**src/rtl/if_fetch_ctrl_pkg.sv**
```systemverilog
// Shared types and constants for the fetch-stage sequencer: FSM state encoding,
// PC increment and the default halt instruction word.
package if_fetch_ctrl_pkg;

    typedef enum logic [1:0] {
        ST_IDLE = 2'd0,
        ST_RUN  = 2'd1,
        ST_STEP = 2'd2,
        ST_HALT = 2'd3
    } fetch_state_e;

    localparam int unsigned NB_ADDR_DEF   = 32;
    localparam int unsigned NB_INST_DEF   = 32;
    localparam int unsigned NB_CNT_DEF    = 32;
    localparam int unsigned PC_INCR       = 4;
    localparam logic [31:0] HALT_WORD_DEF = 32'hFFFF_FFFF;

    // RUN and STEP are the only states in which the PC may advance.
    function automatic logic is_fetching(input fetch_state_e s);
        return (s == ST_RUN) || (s == ST_STEP);
    endfunction

endpackage

```
**src/rtl/if_fetch_ctrl_if.sv**
```systemverilog
// Bundle between the fetch sequencer and its neighbours: debug unit, hazard/branch
// logic and the IF_pc register. Plain level signals, no handshake.
interface if_fetch_ctrl_if #(
    parameter int NB_ADDR = 32,
    parameter int NB_INST = 32,
    parameter int NB_CNT  = 32
);
    logic               i_run;
    logic               i_step;
    logic               i_stall;
    logic               i_branch_taken;
    logic [NB_ADDR-1:0] i_branch_addr;
    logic               i_jump;
    logic [NB_ADDR-1:0] i_jump_addr;
    logic [NB_ADDR-1:0] i_pc_current;
    logic [NB_INST-1:0] i_inst;

    logic [NB_ADDR-1:0] o_next_pc;
    logic               o_pc_enable;
    logic               o_flush;
    logic               o_halted;
    logic [1:0]         o_state;
    logic [NB_CNT-1:0]  o_fetch_count;

    modport master (
        output i_run, i_step, i_stall, i_branch_taken, i_branch_addr,
               i_jump, i_jump_addr, i_pc_current, i_inst,
        input  o_next_pc, o_pc_enable, o_flush, o_halted, o_state, o_fetch_count
    );

    modport slave (
        input  i_run, i_step, i_stall, i_branch_taken, i_branch_addr,
               i_jump, i_jump_addr, i_pc_current, i_inst,
        output o_next_pc, o_pc_enable, o_flush, o_halted, o_state, o_fetch_count
    );

endinterface

```
**src/rtl/if_fetch_ctrl_redirect_hold.sv**
```systemverilog
// Holds one redirect target that arrived while fetch could not advance.
// A newer capture overwrites the held target; capture wins over clear.
module if_fetch_ctrl_redirect_hold #(
    parameter int NB_ADDR = 32
) (
    input  logic               clk_i,
    input  logic               rst_ni,
    input  logic               capture_i,
    input  logic [NB_ADDR-1:0] capture_addr_i,
    input  logic               clear_i,
    output logic               valid_o,
    output logic [NB_ADDR-1:0] addr_o
);

    logic               valid_q, valid_d;
    logic [NB_ADDR-1:0] addr_q,  addr_d;

    always_comb begin
        valid_d = valid_q;
        addr_d  = addr_q;
        if (clear_i) begin
            valid_d = 1'b0;
        end
        if (capture_i) begin
            valid_d = 1'b1;
            addr_d  = capture_addr_i;
        end
    end

    always_ff @(posedge clk_i or negedge rst_ni) begin
        if (!rst_ni) begin
            valid_q <= 1'b0;
            addr_q  <= '0;
        end else begin
            valid_q <= valid_d;
            addr_q  <= addr_d;
        end
    end

    assign valid_o = valid_q;
    assign addr_o  = addr_q;

endmodule

```
**src/rtl/if_fetch_ctrl.sv**
```systemverilog
// Fetch-stage sequencer: run/step/halt FSM, next-PC select (sequential, branch,
// jump, held redirect), PC enable gating and executed-fetch counter.
module if_fetch_ctrl
    import if_fetch_ctrl_pkg::*;
#(
    parameter int               NB_ADDR   = NB_ADDR_DEF,
    parameter int               NB_INST   = NB_INST_DEF,
    parameter int               NB_CNT    = NB_CNT_DEF,
    parameter logic [NB_INST-1:0] HALT_WORD = NB_INST'(HALT_WORD_DEF)
) (
    input  logic           i_clk,
    input  logic           i_reset,
    if_fetch_ctrl_if.slave bus
);

    fetch_state_e       state_q, state_d;
    logic [NB_CNT-1:0]  count_q, count_d;

    logic               fetching;
    logic               halt_inst;
    logic               go;
    logic               redirect_new;
    logic [NB_ADDR-1:0] redirect_addr;
    logic [NB_ADDR-1:0] pc_seq;
    logic [NB_ADDR-1:0] next_pc;
    logic               flush;
    logic               pend_valid;
    logic [NB_ADDR-1:0] pend_addr;
    logic               pend_capture;
    logic               pend_clear;

    assign fetching      = is_fetching(state_q);
    assign halt_inst     = (bus.i_inst == HALT_WORD);
    assign go            = fetching && !bus.i_stall && !halt_inst;
    assign redirect_new  = bus.i_branch_taken || bus.i_jump;
    assign redirect_addr = bus.i_branch_taken ? bus.i_branch_addr : bus.i_jump_addr;
    assign pc_seq        = bus.i_pc_current + NB_ADDR'(PC_INCR);

    // A redirect that cannot be applied now is parked; HALT drops everything.
    assign pend_capture  = redirect_new && !go && (state_q != ST_HALT);
    assign pend_clear    = go || (state_q == ST_HALT);

    if_fetch_ctrl_redirect_hold #(
        .NB_ADDR (NB_ADDR)
    ) u_redirect_hold (
        .clk_i          (i_clk),
        .rst_ni         (i_reset),
        .capture_i      (pend_capture),
        .capture_addr_i (redirect_addr),
        .clear_i        (pend_clear),
        .valid_o        (pend_valid),
        .addr_o         (pend_addr)
    );

    always_comb begin
        state_d = state_q;
        case (state_q)
            ST_IDLE: begin
                if (bus.i_run) begin
                    state_d = ST_RUN;
                end else if (bus.i_step) begin
                    state_d = ST_STEP;
                end
            end
            ST_RUN: begin
                if (halt_inst && !bus.i_stall) begin
                    state_d = ST_HALT;
                end
            end
            ST_STEP: begin
                if (!bus.i_stall) begin
                    state_d = halt_inst ? ST_HALT : ST_IDLE;
                end
            end
            ST_HALT: begin
                state_d = ST_HALT;
            end
            default: begin
                state_d = ST_IDLE;
            end
        endcase
    end

    // A new redirect takes precedence over a parked one and supersedes it.
    always_comb begin
        next_pc = pc_seq;
        flush   = 1'b0;
        if (go) begin
            if (redirect_new) begin
                next_pc = redirect_addr;
                flush   = 1'b1;
            end else if (pend_valid) begin
                next_pc = pend_addr;
                flush   = 1'b1;
            end
        end
    end

    assign count_d = count_q + {{(NB_CNT-1){1'b0}}, go};

    always_ff @(posedge i_clk or negedge i_reset) begin
        if (!i_reset) begin
            state_q <= ST_IDLE;
            count_q <= '0;
        end else begin
            state_q <= state_d;
            count_q <= count_d;
        end
    end

    assign bus.o_next_pc     = next_pc;
    assign bus.o_pc_enable   = go;
    assign bus.o_flush       = flush;
    assign bus.o_halted      = (state_q == ST_HALT);
    assign bus.o_state       = state_q;
    assign bus.o_fetch_count = count_q;

endmodule

```
**src/flat_wrapper.sv**
```systemverilog
// flat-port wrapper written by rule: the top's interface ports become plain ports
module if_fetch_ctrl_flat import if_fetch_ctrl_pkg::*;
#(
    parameter int               NB_ADDR   = NB_ADDR_DEF,
    parameter int               NB_INST   = NB_INST_DEF,
    parameter int               NB_CNT    = NB_CNT_DEF,
    parameter logic [NB_INST-1:0] HALT_WORD = NB_INST'(HALT_WORD_DEF)
)
  (i_clk, i_reset, bus_i_run, bus_i_step, bus_i_stall, bus_i_branch_taken, bus_i_branch_addr, bus_i_jump, bus_i_jump_addr, bus_i_pc_current, bus_i_inst, bus_o_next_pc, bus_o_pc_enable, bus_o_flush, bus_o_halted, bus_o_state, bus_o_fetch_count);
  if_fetch_ctrl_if #(.NB_ADDR(NB_ADDR), .NB_INST(NB_INST), .NB_CNT(NB_CNT)) bus_i ();
  input  logic i_clk;
  input  logic i_reset;
  input wire logic [$bits(bus_i.i_run)-1:0] bus_i_run;
  input wire logic [$bits(bus_i.i_step)-1:0] bus_i_step;
  input wire logic [$bits(bus_i.i_stall)-1:0] bus_i_stall;
  input wire logic [$bits(bus_i.i_branch_taken)-1:0] bus_i_branch_taken;
  input wire logic [$bits(bus_i.i_branch_addr)-1:0] bus_i_branch_addr;
  input wire logic [$bits(bus_i.i_jump)-1:0] bus_i_jump;
  input wire logic [$bits(bus_i.i_jump_addr)-1:0] bus_i_jump_addr;
  input wire logic [$bits(bus_i.i_pc_current)-1:0] bus_i_pc_current;
  input wire logic [$bits(bus_i.i_inst)-1:0] bus_i_inst;
  output wire logic [$bits(bus_i.o_next_pc)-1:0] bus_o_next_pc;
  output wire logic [$bits(bus_i.o_pc_enable)-1:0] bus_o_pc_enable;
  output wire logic [$bits(bus_i.o_flush)-1:0] bus_o_flush;
  output wire logic [$bits(bus_i.o_halted)-1:0] bus_o_halted;
  output wire logic [$bits(bus_i.o_state)-1:0] bus_o_state;
  output wire logic [$bits(bus_i.o_fetch_count)-1:0] bus_o_fetch_count;
  assign bus_i.i_run = bus_i_run;
  assign bus_i.i_step = bus_i_step;
  assign bus_i.i_stall = bus_i_stall;
  assign bus_i.i_branch_taken = bus_i_branch_taken;
  assign bus_i.i_branch_addr = bus_i_branch_addr;
  assign bus_i.i_jump = bus_i_jump;
  assign bus_i.i_jump_addr = bus_i_jump_addr;
  assign bus_i.i_pc_current = bus_i_pc_current;
  assign bus_i.i_inst = bus_i_inst;
  assign bus_o_next_pc = bus_i.o_next_pc;
  assign bus_o_pc_enable = bus_i.o_pc_enable;
  assign bus_o_flush = bus_i.o_flush;
  assign bus_o_halted = bus_i.o_halted;
  assign bus_o_state = bus_i.o_state;
  assign bus_o_fetch_count = bus_i.o_fetch_count;
  if_fetch_ctrl #(.NB_ADDR(NB_ADDR), .NB_INST(NB_INST), .NB_CNT(NB_CNT), .HALT_WORD(HALT_WORD)) u_core (.i_clk(i_clk), .i_reset(i_reset), .bus(bus_i));
endmodule
```
**config.mk**
```make
export PLATFORM = sky130hd
export DESIGN_NAME = if_fetch_ctrl_flat
export DESIGN_NICKNAME = d
export VERILOG_FILES = /design/src/rtl/if_fetch_ctrl_pkg.sv /design/src/rtl/if_fetch_ctrl_if.sv /design/src/rtl/if_fetch_ctrl_redirect_hold.sv /design/src/rtl/if_fetch_ctrl.sv /design/src/flat_wrapper.sv
export SDC_FILE = /design/constraint.sdc
export NUM_CORES = 1
export LEC_CHECK = 0
export BUFFER_PORTS_ARGS = -buffer_cell sky130_fd_sc_hd__buf_2
export CORE_ASPECT_RATIO = 1.75
export CORE_MARGIN = 8
export CORE_UTILIZATION = 49
export CTS_BUF_LIST = sky130_fd_sc_hd__clkbuf_4 sky130_fd_sc_hd__clkbuf_8 sky130_fd_sc_hd__clkbuf_16
export CTS_CLUSTER_SIZE = 10
export DETAILED_ROUTE_END_ITERATION = 7
export HOLD_SLACK_MARGIN = 0.1
export PLACE_DENSITY = 0.93
export SLEW_MARGIN = 20
export SYNTH_ARGS = -nofsm -noshare
export SYNTH_HDL_FRONTEND = slang
export SYNTH_HIERARCHICAL = 1
export SYNTH_SLANG_ARGS = --single-unit
```
**constraint.sdc**
```tcl
create_clock -name i_clk -period 3.6 [get_ports i_clk]
set_clock_uncertainty 0.15 [all_clocks]
set_input_delay 0.18 -clock i_clk [delete_from_list [all_inputs] [get_ports i_clk]]
set_output_delay 0.18 -clock i_clk [all_outputs]
set_load 0.005 [all_outputs]
```
==> results of run 1 <==
per-layer routing:
metal / vias to the layer above / part of all wire / global-route usage
li1: 2111 / - / -
met1: 2201 / 0.35 / 0.235
met2: 267 / 0.53 / 0.425
met3: 65 / 0.076 / 0.0687
met4: 0 / 0.048 / 0.148
met5: - / 0 / 0
cells by family (layout without fill, tap and decap cells):
logic type                 Yosys count  in the layout  synth area share
adders and majority gates            7              7            0.0187
muxes                               64             64             0.177
DFF                                 67             67             0.357
xor gates and xnor gates            58             58             0.108
and+or+nand+nor                    123            123             0.174
buffers and inverters               32            285            0.0437
AOI/OAI and AO/OA                   76             76             0.121
where the power goes:
part | internal [mW] | switching, mW
logic | 0.870 | 0.755
clock network | 0.604 | 0.328
registers | 0.988 | 0.189
how the worst max path moves through the flow:
stage / to / depth (start not counted)
after detailed placement: u_core/bus.o_fetch_count[24]$_DFF_PN0_ / 11
after global placement: u_core/bus.o_fetch_count[24]$_DFF_PN0_ / 11
after floorplan: u_core/bus.o_fetch_count[24]$_DFF_PN0_ / 12
after CTS: bus_o_next_pc[5] / 9
after global routing: bus_o_next_pc[1] / 9
final: bus_o_next_pc[1] / 9
critical path: stages, from the launching register on:
cell and delay, ns:
dfrtp_1 0.42, inv_1 0.11, ha_1 0.28, nor2b_1 0.21
a21boi_4 0.23, buf_4 0.48, o21ai_4 0.36, inv_2 0.19
a2bb2oi_1 0.20, buf_2 0.15
sequential cells by signal, summed over array words and instances (netlist names):
name                            flops
u_core/bus.o_fetch_count           32
u_core/bus.o_state                  2
u_core/u_redirect_hold/addr_o      32
u_core/u_redirect_hold/valid_o      1
area by class of cell:
type / count / area, µm²
Clock buffer: 9 / 225
Clock inverter: 7 / 92.6
Sequential cell: 67 / 1680
Multi-Input combinational cell: 328 / 2830
Timing Repair Buffer: 260 / 1590
Tap cell: 122 / 153
Inverter: 9 / 33.8
Fill cell: 685 / 2810
cells in the final DEF (no fill, tap or decap), types with 2 or more instances in the layout:
master | synthesis | layout
or2_2 | 3 | 3
o221a_2 | 2 | 2
o21ai_0 | 6 | 6
mux2_2 | 35 | 35
clkinv_4 | 0 | 2
and4_1 | 5 | 5
ha_1 | 7 | 7
a22oi_1 | 26 | 26
a22oi_2 | 2 | 2
nand2b_1 | 2 | 2
a2bb2oi_1 | 4 | 4
mux2_4 | 29 | 29
and3_1 | 11 | 11
inv_1 | 8 | 8
dfrtp_1 | 67 | 67
nor3_1 | 4 | 4
nand3_1 | 20 | 20
nand3_2 | 2 | 2
buf_4 | 1 | 4
nand4_1 | 25 | 25
nor2_1 | 12 | 10
xnor2_1 | 42 | 42
nor4_4 | 4 | 4
o22ai_1 | 28 | 28
and2_1 | 3 | 3
buf_2 | 8 | 203
nand3b_1 | 4 | 4
xor2_1 | 16 | 16
clkbuf_16 | 0 | 9
clkinv_2 | 0 | 3
a31oi_1 | 2 | 2
bufinv_16 | 0 | 2
dlygate4sd3_1 | 0 | 52
nand2_1 | 16 | 16
nor4_2 | 4 | 4
repair_timing:
item / in CTS / in global routing
buffers inserted: 0 / 0
hold endpoints to repair: 68 / 1
hold buffers: 51 / 1
setup endpoints to repair: 0 / 0
==> metrics.md, run 1 <==
| Metric | Value |
|---|---|
| Post-synth EDFFs | 0 |
| Leak | 3.16 nW |
| Clk_lat worst skew | 0.33 ns |
| Post-synth top cells | dfrtp_1 (67), xnor2_1 (42), mux2_2 (35), mux2_4 (29), o22ai_1 (28) |
| MaxCap Viol Count | 0 |
| Final #Nets | 817 |
| WS Path Type | reg -> out |
| Most used DFF post-synth | dfrtp_1 |
| Drt initial violations | 199 |
| Resized cells post-CTS | 0 |
| Setup-failing EPs final | 0 |
| Synth Register Bits | 67 |
| Area Overhead vs Synth | 40.7% |
| Max clock buf depth | 2 |
| Hold Path End | u_core/u_redirect_hold/addr_o[4]$_DFFE_PN0P_ |
| Initial Util | 0.499 |
| Via density | 5.79 |
| Layout cells sized above 1 | 0.468 |
| DR vias | 4644 |
| Worst min-delay path startpoint | bus_i_jump_addr[4] |
| Synthesized area per cell | 11.0 µm² |
| Finished Layout Cells | 802 |
| Fmax | 304 MHz |
| CP max FO | 45 |
| Hold Path Depth | 3 |
| CTS tree | built |
| Pin count of the biggest net entering global routing | 46 |
| Worst hold path class | in -> reg |
| Sequential element share of the synthesized area | 0.357 |
| R2r worst-path depth | 11 |
| Std-Cell Core Area | 0.00941 mm² |
| Synth unique cells | 48 |
| Pin slew with the least headroom to its limit | 1.02 ns |
| Top-area cell type share of the netlist area | 0.357 |
| Die Y | 145 µm |
| Antenna-violating nets left | 0 |
| Cell taking the most area after synthesis | dfrtp_1 |
| Dpl ws | 0.495 ns |
| Setup ws final | 0.315 ns |
| Die Span X | 90.0 µm |
| Design area | 0.00660 mm² |
| ANT cells | 0 |
| Tot GR Track Use | 0.238 |
| First-pass GRT wire length | 25.6 mm |
| Clk sink count | 67 |
| Worst Path Required | 3.27 ns |
| Worst vdd ir | 0.000374 V |
| Crit start category | flop |
| Worst Setup End Kind | output pin |
| Hold WS | 0.114 ns |
| FF-to-FF Start | u_core/bus.o_state[1]$_DFFE_PN0P_ |
| R2r endpoint | u_core/bus.o_fetch_count[24]$_DFF_PN0_ |
| Warnings, synthesis | 6 |
| CTS clock-pin slew for the worst setup and hold paths | 0.06 ns |
| Synth area leaders | dfrtp_1 (36%), mux2_4 (9.3%), mux2_2 (8.4%) |
| Root Buffer | clkbuf_16 |
| Die Area | 0.0131 mm² |
| Status | completed |
| DRC viols | 0 |
| Final hold vios | 0 |
| Detailed Routing Iterations Pass 1 | 7 |
| FF-to-FF setup slack | 0.49 ns |
| PD cells | 566 mW/mm² |
| Top-count cell post-synth | dfrtp_1 |
| Final period utilization | 0.912 |
| H-tree Lvls | 3 |
| Final WL | 16.1 mm |
| Max-slew headroom | 0.320 |
| Netlist Area Pre-Place | 0.00469 mm² |
| Total power | 3.73 mW |
| CTS buffer count | 9 |
| Post-Synthesis Cells | 427 |
| Fin crit period | 3.28 ns |
| Placed Area | 0.00576 mm² |
| Ports | 204 |
| Hpwl dp | 11.7 mm |
| CP Launch Point | u_core/bus.o_state[1]$_DFFE_PN0P_ |
| Routability-driven placement congestion ratio | 0.867 |
| Final TNS setup | 0 ns |
| IO buf count | 203 |
| Vias in the first global route | 5177 |
| Initial antenna violation count | 0 |
| Grt ovf | 0 |
| RSZ-0062 raised after global routing | false |
| Syn Nets | 569 |
| Avg WL per Cell | 20.1 µm |
| Dpl cells | 734 |
| Util after Layout | 0.702 |
| Final slew viol count | 0 |
| Post-synthesis async set-or-reset flop share | 1.00 |
| Cell row count | 47 |
| Crit path DAT | 2.95 ns |
Power figures use the tool's default switching activity.
==> inputs of run 2 (changes only) <==
--- a/config.mk
+++ b/config.mk
@@ -9,12 +9,10 @@
 export CORE_ASPECT_RATIO = 1.75
 export CORE_MARGIN = 8
 export CORE_UTILIZATION = 49
-export CTS_BUF_LIST = sky130_fd_sc_hd__clkbuf_4 sky130_fd_sc_hd__clkbuf_8 sky130_fd_sc_hd__clkbuf_16
 export CTS_CLUSTER_SIZE = 10
 export DETAILED_ROUTE_END_ITERATION = 7
 export HOLD_SLACK_MARGIN = 0.1
 export PLACE_DENSITY = 0.93
-export SLEW_MARGIN = 20
 export SYNTH_ARGS = -nofsm -noshare
 export SYNTH_HDL_FRONTEND = slang
 export SYNTH_HIERARCHICAL = 1
==> metrics.md, run 2 (synthesis gave the netlist of run 1 again) <==
| Metric | Value |
|---|---|
| Status | completed (unchanged) |
| Dpl ws | 0.490 ns (was 0.495 ns) |
| Final TNS setup | 0 ns (unchanged) |
| Max-slew headroom | 0.277 (was 0.320) |
| Pin slew with the least headroom to its limit | 1.08 ns (was 1.02 ns) |
| Worst min-delay path startpoint | bus_i_branch_addr[24] (was bus_i_jump_addr[4]) |
| Setup ws final | 0.367 ns (was 0.315 ns) |
| Avg WL per Cell | 20.0 µm (was 20.1 µm) |
| Clk_lat worst skew | 0.32 ns (was 0.33 ns) |
| Combinational Power Share | 0.434 (was 0.435) |
| PD cells | 567 mW/mm² (was 566 mW/mm²) |
| Die Area | 0.0131 mm² (unchanged) |
| DR vias | 4595 (was 4644) |
| FF-to-FF Start | u_core/bus.o_state[1]$_DFFE_PN0P_ (unchanged) |
| Leak | 3.12 nW (was 3.16 nW) |
| Initial Util | 0.499 (unchanged) |
| IO buf count | 203 (unchanged) |
| R2r worst-path depth | 11 (unchanged) |
| Hpwl dp | 11.7 mm (about the same) |
| FF-to-FF setup slack | 0.44 ns (was 0.49 ns) |
| Reg area | 0.00168 mm² (unchanged) |
| Ports | 204 (unchanged) |
| Worst hold path class | in -> reg (unchanged) |
| Area of the multi-input gates | 0.00283 mm² (unchanged) |
| RSZ-0062 raised after global routing | false (unchanged) |
| Switching Share | 0.335 (was 0.341) |
| Cell row count | 47 (unchanged) |
| Filler instances | 707 (was 685) |
| Hold WS | 0.112 ns (was 0.114 ns) |
| Total power | 3.69 mW (was 3.73 mW) |
| Clk network pwr share | 0.248 (was 0.250) |
| Placed Area | 0.00576 mm² (about the same) |
| Sequential share of power | 0.318 (was 0.315) |
| Post-CTS Setup Bufs | 0 (unchanged) |
| Detailed Routing Iterations Pass 1 | 5 (was 7) |
| Net Sw Power | 1.24 mW (was 1.27 mW) |
| Most common cell after layout, fill and taps aside | buf_2 (unchanged) |
| Area Overhead vs Synth | 38.7% (was 40.7%) |
| Std-Cell Core Area | 0.00941 mm² (unchanged) |
| CTS tree | built (unchanged) |
| DRC viols | 0 (unchanged) |
| Grt ovf | 0 (unchanged) |
| Antenna-violating nets left | 0 (unchanged) |
| Final WL | 15.8 mm (was 16.1 mm) |
| CTS buffer count | 9 (unchanged) |
| Drt initial violations | 178 (was 199) |
| Final period utilization | 0.898 (was 0.912) |
| H-tree Lvls | 3 (unchanged) |
| Layout cells sized above 1 | 0.475 (was 0.468) |
| Routability-driven placement congestion ratio | 0.867 (unchanged) |
| Fin crit period | 3.23 ns (was 3.28 ns) |
| Final slew viol count | 0 (unchanged) |
| Power Internal | 2.45 mW (was 2.46 mW) |
| R2r endpoint | u_core/bus.o_fetch_count[24]$_DFF_PN0_ (unchanged) |
| Crit path DAT | 2.90 ns (was 2.95 ns) |
| Die Span X | 90.0 µm (unchanged) |
| Design area | 0.00650 mm² (was 0.00660 mm²) |
| Vias in the first global route | 5160 (was 5177) |
| CTS clock-pin slew for the worst setup and hold paths | 0.05 ns (was 0.06 ns) |
| Util after Layout | 0.691 (was 0.702) |
| Max clock buf depth | 2 (unchanged) |
| Root Buffer | clkbuf_16 (unchanged) |
| CP max FO | 45 (unchanged) |
| Final hold vios | 0 (unchanged) |
| Most frequent cells in the layout | buf_2 (203), dfrtp_1 (67), dlygate4sd3_1 (42), xnor2_1 (42), mux2_2 (35) (was buf_2 (203), dfrtp_1 (67), dlygate4sd3_1 (52)) |
| Worst vdd ir | 0.000276 V (was 0.000374 V) |
| Fmax | 309 MHz (was 304 MHz) |
| Via density | 5.79 (about the same) |
| Die Y | 145 µm (unchanged) |
| Setup-failing EPs final | 0 (unchanged) |
| Hold Path End | u_core/u_redirect_hold/addr_o[24]$_DFFE_PN0P_ (was u_core/u_redirect_hold/addr_o[4]$_DFFE_PN0P_) |
| Tot GR Track Use | 0.236 (was 0.238) |
| MaxCap Viol Count | 0 (unchanged) |
| First-pass GRT wire length | 25.4 mm (was 25.6 mm) |
| Hold Path Depth | 3 (unchanged) |
| Worst Setup End Kind | output pin (unchanged) |
| Crit start category | flop (unchanged) |
| Finished Layout Cells | 793 (was 802) |
| Clk sink count | 67 (unchanged) |
| Dpl cells | 734 (unchanged) |
| Initial antenna violation count | 1 (was 0) |
| WS Path Type | reg -> out (unchanged) |
| Pin count of the biggest net entering global routing | 46 (unchanged) |
| Worst Path Required | 3.27 ns (about the same) |
| Final #Nets | 807 (was 817) |
run 2: changes by cell type in the layout (fill, tap and decap cells not counted):
cell,delta
diode_2,+1
dlygate4sd3_1,-10
run 2: cell type report:
class,count,share of cell area
Sequential cell,67,0.258
Multi-Input combinational cell,328,0.436
Timing Repair Buffer,250,0.229
Antenna cell,1,0.000385
Clock buffer,9,0.0346
Inverter,9,0.00519
Tap cell,122,0.0235
Clock inverter,7,0.0142
run 2: what timing repair did:
item,CTS,global route
setup endpoints to repair,0,3
hold buffers,41,1
resized for setup,0,1
endpoints found under the hold margin,64,1
run 2: power by group through the flow:
stage | Combinational (mW) | Clock, mW | Sequential, mW
2_1_floorplan | 1.12 | 0 | 1.13
3_3_place_gp | 1.49 | 0 | 1.16
3_5_place_dp | 1.54 | 0 | 1.17
4_1_cts | 1.59 | 0.938 | 1.17
5_1_grt | 1.73 | 0.977 | 1.20
6_report | 1.60 | 0.914 | 1.17
run 2: critical path: stages, from the launching register on:
cell      delay (ns)
dfrtp_1         0.42
inv_1           0.11
ha_1            0.28
nor2b_1         0.22
a21boi_4        0.23
buf_4           0.46
o21ai_4         0.35
a22oi_1         0.32
buf_2           0.17
run 2: per-layer routing:
layer  part of all wire  vias up  GRT usage
met5                  0        -          0
met4              0.050        0      0.154
met3              0.061       55     0.0584
met2               0.54      225      0.425
met1               0.35     2222      0.234
li1                   -     2093          -
run 2: worst max-delay path by stage:
stage	cells past startpoint	endpoint	slack, ns	from
after floorplan	12	u_core/bus.o_fetch_count[24]$_DFF_PN0_	0.49	u_core/bus.o_state[0]$_DFFE_PN0P_
after global placement	11	u_core/bus.o_fetch_count[24]$_DFF_PN0_	0.64	u_core/bus.o_state[0]$_DFFE_PN0P_
after global routing	9	bus_o_next_pc[5]	0.15	u_core/bus.o_state[1]$_DFFE_PN0P_
final	8	bus_o_next_pc[4]	0.37	u_core/bus.o_state[1]$_DFFE_PN0P_
after CTS	9	bus_o_next_pc[5]	0.20	u_core/bus.o_state[1]$_DFFE_PN0P_
after detailed placement	11	u_core/bus.o_fetch_count[24]$_DFF_PN0_	0.49	u_core/bus.o_state[1]$_DFFE_PN0P_
